==> src/rtl/i2c_multi_ram_ctrl_pkg.sv <==
// Shared constants for the I2C menu / RAM controller: bank selects,
// menu row indices, character codes and the clear FSM states.
package i2c_multi_ram_ctrl_pkg;

   localparam logic [1:0] SEL_MENU   = 2'd0;
   localparam logic [1:0] SEL_REMOTE = 2'd1;
   localparam logic [1:0] SEL_LOCAL  = 2'd2;
   localparam logic [1:0] SEL_RSVD   = 2'd3;

   localparam logic [3:0] MENU_MAIN    = 4'd0;
   localparam logic [3:0] MENU_REMOTE  = 4'd1;
   localparam logic [3:0] MENU_LOCAL   = 4'd2;
   localparam logic [3:0] MENU_CLEAR   = 4'd3;
   localparam logic [3:0] MENU_STATUS  = 4'd4;
   localparam logic [3:0] MENU_ADDRESS = 4'd5;
   localparam logic [3:0] MENU_SPEED   = 4'd6;
   localparam logic [3:0] MENU_MODE    = 4'd7;
   localparam logic [3:0] MENU_SETUP   = 4'd8;
   localparam logic [3:0] MENU_DIAG    = 4'd9;
   localparam logic [3:0] MENU_VERSION = 4'd10;
   localparam logic [3:0] MENU_HELP    = 4'd11;
   localparam logic [3:0] MENU_EXIT    = 4'd12;

   localparam logic [7:0] CHAR_SPACE  = 8'h20;
   localparam logic [7:0] CHAR_UNUSED = 8'hFE;
   localparam logic [7:0] CHAR_NONE   = 8'h00;

   typedef enum logic {
      ST_IDLE  = 1'b0,
      ST_CLEAR = 1'b1
   } state_e;

endpackage

==> src/rtl/i2c_multi_ram_ctrl_menu_rom.sv <==
// 13x16 menu text ROM. Each row holds a left-aligned label; cells past the
// label read 8'hFE, rows beyond the last label read 0. Output is registered.
module i2c_menu_rom
   import i2c_multi_ram_ctrl_pkg::*;
(
   input  logic       clk,
   input  logic [3:0] row,
   input  logic [3:0] col,
   output logic [7:0] data_out
);

   logic [95:0] text;
   logic [3:0]  len;
   logic [3:0]  pos;
   logic [7:0]  data_d;
   logic [7:0]  data_q;

   // label lookup and character pick for the addressed cell
   always_comb begin
      text = '0;
      len  = 4'd0;
      case (row)
         MENU_MAIN:    begin text = 96'("MAIN");    len = 4'd4; end
         MENU_REMOTE:  begin text = 96'("REMOTE");  len = 4'd6; end
         MENU_LOCAL:   begin text = 96'("LOCAL");   len = 4'd5; end
         MENU_CLEAR:   begin text = 96'("CLEAR");   len = 4'd5; end
         MENU_STATUS:  begin text = 96'("STATUS");  len = 4'd6; end
         MENU_ADDRESS: begin text = 96'("ADDRESS"); len = 4'd7; end
         MENU_SPEED:   begin text = 96'("SPEED");   len = 4'd5; end
         MENU_MODE:    begin text = 96'("MODE");    len = 4'd4; end
         MENU_SETUP:   begin text = 96'("SETUP");   len = 4'd5; end
         MENU_DIAG:    begin text = 96'("DIAG");    len = 4'd4; end
         MENU_VERSION: begin text = 96'("VERSION"); len = 4'd7; end
         MENU_HELP:    begin text = 96'("HELP");    len = 4'd4; end
         MENU_EXIT:    begin text = 96'("EXIT");    len = 4'd4; end
         default:      begin text = '0;             len = 4'd0; end
      endcase
      // first character sits in the most significant occupied byte
      pos = len - 4'd1 - col;
      if (row > MENU_EXIT)
         data_d = CHAR_NONE;
      else if (col < len)
         data_d = 8'(text >> {pos, 3'b000});
      else
         data_d = CHAR_UNUSED;
   end

   // output register
   always_ff @(posedge clk) begin
      data_q <= data_d;
   end

   assign data_out = data_q;

endmodule

==> src/rtl/i2c_multi_ram_ctrl.sv <==
// Menu controller front end for the remote (I2C master) and local (I2C slave)
// RAM banks, with a clear sequencer that fills one bank with CLEAR_CHAR.
//
// state    | meaning
// ST_IDLE  | no clear running; clr_req on remote/local starts one
// ST_CLEAR | writing CLEAR_CHAR to target[cnt], one word per cycle
module i2c_multi_ram_ctrl
   import i2c_multi_ram_ctrl_pkg::*;
#(
   parameter int                DATA_W     = 8,
   parameter int                ADDR_W     = 5,
   parameter logic [DATA_W-1:0] CLEAR_CHAR = DATA_W'(CHAR_SPACE)
)(
   input  logic              clk,
   input  logic              rst,
   input  logic [3:0]        menu_sel,
   input  logic [1:0]        ram_sel,
   input  logic [ADDR_W-1:0] mr_addr,
   input  logic [DATA_W-1:0] mr_din,
   input  logic              mr_we,
   output logic [DATA_W-1:0] mr_dout,
   input  logic              clr_req,
   output logic              clr_busy,
   output logic              clr_done,
   input  logic              rem_we,
   input  logic [ADDR_W-1:0] rem_waddr,
   input  logic [DATA_W-1:0] rem_din,
   input  logic              slv_we,
   input  logic [ADDR_W-1:0] slv_waddr,
   input  logic [DATA_W-1:0] slv_din,
   input  logic [ADDR_W-1:0] slv_raddr,
   output logic [DATA_W-1:0] slv_dout,
   output logic              wr_drop
);

   localparam int                DEPTH    = 1 << ADDR_W;
   localparam logic [ADDR_W-1:0] CNT_LAST = ADDR_W'(DEPTH - 1);

   state_e            state_q, state_d;
   logic [ADDR_W-1:0] cnt_q, cnt_d;
   logic              tgt_local_q, tgt_local_d;
   logic              clr_done_q, clr_done_d;
   logic              wr_drop_q, wr_drop_d;
   logic              rom_sel_q, rom_sel_d;
   logic [DATA_W-1:0] mr_ram_q, mr_ram_d;
   logic [DATA_W-1:0] slv_dout_q, slv_dout_d;

   logic [DATA_W-1:0] rem_mem_q [DEPTH];
   logic [DATA_W-1:0] loc_mem_q [DEPTH];

   logic              clr_loc, clr_rem;
   logic              loc_we;
   logic [ADDR_W-1:0] loc_waddr;
   logic [DATA_W-1:0] loc_wdata;
   logic              rem_we_eff;
   logic [ADDR_W-1:0] rem_waddr_eff;
   logic [DATA_W-1:0] rem_wdata;
   logic [7:0]        rom_data;

   i2c_menu_rom u_menu_rom (
      .clk      (clk),
      .row      (menu_sel),
      .col      (mr_addr[3:0]),
      .data_out (rom_data)
   );

   // FSM state register and control flops
   always_ff @(posedge clk) begin
      if (rst) begin
         state_q     <= ST_IDLE;
         cnt_q       <= '0;
         tgt_local_q <= 1'b0;
         clr_done_q  <= 1'b0;
         wr_drop_q   <= 1'b0;
      end else begin
         state_q     <= state_d;
         cnt_q       <= cnt_d;
         tgt_local_q <= tgt_local_d;
         clr_done_q  <= clr_done_d;
         wr_drop_q   <= wr_drop_d;
      end
   end

   // next state: start a clear on a RAM bank, finish after the last word
   always_comb begin
      state_d     = state_q;
      cnt_d       = cnt_q;
      tgt_local_d = tgt_local_q;
      clr_done_d  = 1'b0;
      case (state_q)
         ST_IDLE: begin
            if (clr_req && (ram_sel == SEL_REMOTE || ram_sel == SEL_LOCAL)) begin
               state_d     = ST_CLEAR;
               cnt_d       = '0;
               tgt_local_d = (ram_sel == SEL_LOCAL);
            end
         end
         ST_CLEAR: begin
            cnt_d = cnt_q + 1'b1;
            if (cnt_q == CNT_LAST) begin
               state_d    = ST_IDLE;
               clr_done_d = 1'b1;
            end
         end
         default: state_d = ST_IDLE;
      endcase
   end

   // FSM outputs
   always_comb begin
      clr_busy = (state_q == ST_CLEAR);
      clr_loc  = clr_busy && tgt_local_q;
      clr_rem  = clr_busy && !tgt_local_q;
      clr_done = clr_done_q;
   end

   // write arbitration: clear beats menu writes, menu beats slave writes
   always_comb begin
      loc_we        = clr_loc || mr_we || slv_we;
      loc_waddr     = clr_loc ? cnt_q : (mr_we ? mr_addr : slv_waddr);
      loc_wdata     = clr_loc ? CLEAR_CHAR : (mr_we ? mr_din : slv_din);
      rem_we_eff    = clr_rem || rem_we;
      rem_waddr_eff = clr_rem ? cnt_q : rem_waddr;
      rem_wdata     = clr_rem ? CLEAR_CHAR : rem_din;
      wr_drop_d     = (clr_loc && (mr_we || slv_we)) ||
                      (!clr_loc && mr_we && slv_we) ||
                      (clr_rem && rem_we);
   end

   // RAM arrays: never reset, but writes are blocked while rst is high
   always_ff @(posedge clk) begin
      if (!rst && loc_we)
         loc_mem_q[loc_waddr] <= loc_wdata;
      if (!rst && rem_we_eff)
         rem_mem_q[rem_waddr_eff] <= rem_wdata;
   end

   // read ports see the array before this cycle's write
   always_comb begin
      rom_sel_d  = (ram_sel == SEL_MENU);
      slv_dout_d = loc_mem_q[slv_raddr];
      case (ram_sel)
         SEL_REMOTE: mr_ram_d = rem_mem_q[mr_addr];
         SEL_LOCAL:  mr_ram_d = loc_mem_q[mr_addr];
         default:    mr_ram_d = '0;
      endcase
   end

   // read data registers
   always_ff @(posedge clk) begin
      if (rst) begin
         rom_sel_q  <= 1'b0;
         mr_ram_q   <= '0;
         slv_dout_q <= '0;
      end else begin
         rom_sel_q  <= rom_sel_d;
         mr_ram_q   <= mr_ram_d;
         slv_dout_q <= slv_dout_d;
      end
   end

   assign mr_dout  = rom_sel_q ? DATA_W'(rom_data) : mr_ram_q;
   assign slv_dout = slv_dout_q;
   assign wr_drop  = wr_drop_q;

endmodule

==> config.mk <==
export PLATFORM = sky130hd
export DESIGN_NAME = i2c_multi_ram_ctrl
export DESIGN_NICKNAME = d
export VERILOG_FILES = /design/src/rtl/i2c_multi_ram_ctrl_pkg.sv /design/src/rtl/i2c_multi_ram_ctrl_menu_rom.sv /design/src/rtl/i2c_multi_ram_ctrl.sv
export SDC_FILE = /design/constraint.sdc
export NUM_CORES = 1
export LEC_CHECK = 0
export CORE_MARGIN = 10
export CORE_UTILIZATION = 41
export CTS_CLUSTER_SIZE = 12
export DETAILED_ROUTE_END_ITERATION = 8
export HOLD_SLACK_MARGIN = 0.05
export PLACE_DENSITY = 0.6
export SYNTH_ARGS = -nofsm -noshare
export SYNTH_HDL_FRONTEND = slang
export SYNTH_HIERARCHICAL = 1
export SYNTH_SLANG_ARGS = --single-unit
==> constraint.sdc <==
create_clock -name clk -period 6.64 [get_ports clk]
set_input_delay 0.996 -clock clk [delete_from_list [all_inputs] [get_ports clk]]
set_output_delay 0.996 -clock clk [all_outputs]
set_load 0.02 [all_outputs]
* Word-level counts from Yosys, hierarchy flattened
Memory sizes are Yosys's and may differ from the RTL's. A register that Yosys moved wholly into a read port is not among the register bits. Cells that the tools add are included.
Cells by class: multiplexer cells 19, reduce and logical (&&, ||, !) cells 23, bitwise logic cells 2, $lt $le $gt $ge 2, equality and inequality tests 4, $add $sub $neg 3, shift-type cells 1
Operators with widths (number):
- $shr A96 B7 Y8 | 1
- $mux W8 | 5
- $mux W5 | 4
- $pmux W8 S2 | 1
- $pmux W5 S2 | 1
- $logic_and A1 B1 Y1 | 9
- $logic_or A1 B1 Y1 | 7
- $mux W1 | 7
- $add A5 B1 Y5 const B | 1
- $eq A5 B5 Y1 const B | 1
- $gt A4 B4 Y1 const B | 1
- $lt A4 B4 Y1 | 1
- $reduce_or A2 Y1 | 2
- $sub A4 B1 Y4 const B | 1
- $sub A4 B4 Y4 | 1
- $logic_not A1 Y1 | 3
- $eq A2 B1 Y1 const B | 1
- $eq A2 B2 Y1 const B | 1
- $logic_not A2 Y1 | 1
- $ne A2 B2 Y1 const B | 1
- $not A1 Y1 | 2
- $pmux W1 S2 | 1
- $reduce_and A2 Y1 | 1
Storage, ports and cells: word-level logic and storage cells 66, RAM bits 512, bits in registers 26, output and inout port bits 19, memory bits (read-only) 688, memories 3
Memories:
- (name not given) | words 16, bits a word 43, rd ports 1, clocked after Yosys merged registers in 0, write ports 0, RTL line i2c_multi_ram_ctrl_menu_rom.sv:22 | case (row)
- loc_mem_q | words 32, bits a word 8, rd ports 2, clocked after Yosys merged registers in 1, write ports 1, RTL line i2c_multi_ram_ctrl.sv:49 | logic [DATA_W-1:0] loc_mem_q [DEPTH];
- rem_mem_q | words 32, bits a word 8, rd ports 1, clocked after Yosys merged registers in 0, write ports 1, RTL line i2c_multi_ram_ctrl.sv:48 | logic [DATA_W-1:0] rem_mem_q [DEPTH];

* Depth between registers and ports, before layout
depth in word-level cells 6, gate-level depth with buffers 15, mapped depth without buffers 13

* By module
Netlist, hierarchy kept.
By module, submodules not included:
- i2c_multi_ram_ctrl | times used 1, area each 23329.9 um^2, seq. area each 15895.2 um^2, cells an instance 1215
- i2c_menu_rom | times used 1, area each 1298.7 um^2, seq. area each 140.1 um^2, cells an instance 174

* Worst setup path before layout
OpenSTA, ideal clock, no wires.
kind input port to flip-flop, start input port menu_sel[3], end register u_menu_rom.data_q[0] (netlist: u_menu_rom/data_out[0]), data required time 6518 ps, stages on the path 12, library setup time 122 ps, path slack 3120 ps, arrival 3398 ps, cells stage by stage buf_6 -> clkbuf_1 -> buf_2 -> nand2_1 -> o21ai_0 -> o21ai_0 -> ha_1 -> fa_1 -> clkbuf_1 -> clkbuf_1 -> a311oi_1 -> o311a_1
Between the ends: cells in the longest elaborated chain, start to end 4, elaborated cells on any way between the ends 8
Ends and longest elaborated chain:
- from (decl) | RTL line i2c_multi_ram_ctrl.sv:16 | input logic [3:0] menu_sel,
- $mem_v2 Z16 W43
- $sub A4 B1 Y4 or $lt A4 B4 Y1 (tied branches) | RTL line i2c_multi_ram_ctrl_menu_rom.sv:39, i2c_multi_ram_ctrl_menu_rom.sv:42
- $sub A4 B4 Y4 or $not A1 Y1 (tied branches)
- $shr A96 B7 Y8 or $reduce_or A2 Y1 (tied branches)
- to (signal assigned) | RTL line i2c_multi_ram_ctrl_menu_rom.sv:50 | data_q <= data_d;
- to (decl) | RTL line i2c_multi_ram_ctrl_menu_rom.sv:16 | logic [7:0] data_q;
Parallel ways exist; a longest one is shown, timed or not. A chain may end at the register's enable or synchronous reset.

* Final worst setup path
start input port menu_sel[0], end register u_menu_rom.data_q[0] (netlist: u_menu_rom/data_out[0])
Same word-level chain as after synthesis.

==> reports/metrics.cfg <==
[outcome]
status=finished clean

[clock_tree]
numClockSinks=545
hold_buffers=0
cts_buffers=54
path_clk_slew_ns=0.06
cts_setup_buffers=0
clockBufferDepth=3
cts_tree=done
cts_htree_levels=2
clock_latency_ns=0.62
root_buffer=clkbuf_16
cts-resized-gates=0

[grt]
antenna_found_initial=0
grt_pass1_wl_mm=93.8
grt_pass1_vias=13500
grt-ovfl-total=0
grt_max_degree=87
grt_util_all_layers=0.180

[timing]
hold_viol=0
fin_skew_ns=0.0369
max_freq_ghz=0.218
slew_headroom=0.136
tightest_slew_ns=1.30
final_max_slew_viol_count=0
setup-tns-final_ns=0
fin_crit_ns=4.59
grt_setup_unrepaired=no
setup_viol=0
fin_crit_sh=0.691

[route]
routed_via_density=6.01
wl_mm=63.6
ant_nets=0
drc=0
wl_per_cell_microns=28.1
firstDrtPassIters=5
first_iter_violations=1390
vias=13600

[worst_setup_path]
cp_cell_sequence=clkdlybuf4s50_1, inv_1, ha_1, nor2_1, nand2_1, o21ai_0, o21ai_0, ha_1, clkinv_1, o211a_1, or4_1, o2111ai_1, o311a_1
cp-end-kind=flip-flop
critical-path-slowest-cell=ha_1
slowest_delay_ns=0.86
cp-endpoint=u_menu_rom/data_out[0]
critPathBufInv=3
reg2reg_to=rem_mem_q[0][1]
critPathLaunch=menu_sel[0]
cp-start-kind=input pin
path_delay_family=buffers and inverters
required_ns=7.20
critPathMaxFanout=27
reg2regPathDepth=6
worstSetupPathType=in2reg
rr_startpoint=clr_busy
cp.depth=13
critPathArrivalTime_ns=5.15
reg2reg_slack_ns=3.21

[power_and_ir_drop]
p_clk_frac=0.388
p_sw_frac=0.233
p_switching_mw=1.73
power_frac_seq=0.517
power.internal_mw=5.72
p_leak_nw=8.84
p_per_area_mw_per_mm2=270
vdd_drop_max_mv=0.166
p_comb_frac=0.095

[die]
die_area_sq_mm=0.0703
core_sq_mm=0.0592
die-height_microns=265
ios=75
initial_core_util=0.416
die_w_microns=265
core.rowCount=89

[cells_and_area]
nets=1529
area_delta_synth_final_pct=12.2
most-common-layout-cells=edfxtp_1, mux4_2, nor2_1
stdcell_count=2260
n_antenna_cell=0
drive_above_1_share=0.222
mostFrequentLayoutCell=edfxtp_1
stdcell_area_sq_mm=0.0276

[logic_synthesis]
ys.warnings.count=6
synth_area_sq_mm=0.0246
synth_top_family_by_area=multiplexers
synth_fa_ha_area_frac=0.0109
postSynthAreaPerCell_sq_um=17.7
synth-edff-count=512
ys.flop_type=edfxtp_1
ys_ff_latch=545
synth-compound-area-share=0.0430
netlist_instances=1389
synth_cell_type_count=65
async_reset_ff_frac=0
synth.mux.area_fraction=0.217
syn-num-nets=1465
yosysSeqAreaShare=0.651
yosys.area_share.xor_xnor=0.00107
yosys.area_share.simple=0.0523

[worst_hold_path]
hp-start=tgt_local_q
whs_path_depth=2
hp-class=reg2reg

[placed_design]
dpl-instance-area_sq_mm=0.0260
globalplace.congestion=0.849
hpwl_mm=42.0
io_buffers=74
place_inst=2170

[job]
cap_violations=0

## area by class of cell
type                       count  area (sq um)
inverter                      19          71.3
timing repair buffer          95           911
multi-input combinational    738          8010
tap                          773           967
clock inverter                12           166
clock buffer                  78          1470
sequential                   545         16000
fill                        4979         31600
## worst min-delay path: stages (launching register included)
cell,delay (ns)
dfxtp_1,0.37
o21ai_0,0.10
a21oi_1,0.06
## flip-flops by register name, summed over array words and instances (netlist names), 5 cells and up
name / flops
u_menu_rom/data_out: 7
cnt_q: 5
mr_ram_q: 8
rem_mem_q: 256
loc_mem_q: 256
slv_dout: 8
## kinds of logic (layout without fill, tap and decap cells)
group / Yosys count / after routing
flops: 545 / 545
simple gates: 284 / 284
mux: 270 / 270
compound gates: 160 / 160
buf+inv: 106 / 204
fa+ha+maj: 21 / 21
xor+xnor: 3 / 3
## metal layers
metal,GRT usage,share of wire,vias up
li1,-,-,5802
met1,0.254,0.42,7109
met2,0.280,0.47,598
met3,0.0340,0.084,78
met4,0.0531,0.027,0
met5,0,0,-
## worst min path at each step
stage | end
floorplan | tgt_local_q
global placement | tgt_local_q
detailed placement | tgt_local_q
CTS | tgt_local_q
global route | tgt_local_q
finish | tgt_local_q
## cells in the mapped netlist (all sizes together), types with 5 or more instances
cell | n | area, sq um
inv | 18 | 67.6
dfxtp | 33 | 661
clkbuf | 22 | 82.6
a211oi | 14 | 105
mux2i | 47 | 470
o211ai | 5 | 37.5
nand2 | 82 | 308
nor2 | 121 | 457
and2 | 13 | 81.3
a22oi | 13 | 97.6
edfxtp | 512 | 15400
a31oi | 6 | 37.5
o21ai | 33 | 165
nand3 | 15 | 75.1
a311oi | 6 | 52.6
mux2 | 13 | 146
nand3b | 8 | 72.6
nand2b | 12 | 82.6
mux4 | 210 | 4730
o22ai | 9 | 56.3
a21o | 6 | 45.0
nor2b | 11 | 68.8
o221ai | 6 | 52.6
buf | 65 | 452
ha | 19 | 238
and3 | 5 | 31.3
a21oi | 37 | 185
## stage by stage
step                total power [mW]  hold WS [ns]   util  setup WS, ns
finish                          7.45         0.571  0.466          2.05
detailed placement              4.63         0.563  0.439          1.47
global placement                4.63         0.558  0.439          1.44
floorplan                       4.37         0.503      -          3.12
CTS                             7.52         0.573  0.466          2.11
global route                    7.70         0.615  0.466          1.75
## power by group through the flow
| stage | sequential, mW | combinational (mW) | clock [mW] |
|---|---|---|---|
| final | 3.85 | 0.707 | 2.89 |
| after global routing | 3.85 | 0.758 | 3.08 |
| after CTS | 3.85 | 0.710 | 2.95 |
| after detailed placement | 3.93 | 0.708 | 0 |
| after global placement | 3.92 | 0.705 | 0 |
| after floorplan | 3.92 | 0.454 | 0 |
(Power assumes the default switching activity.)
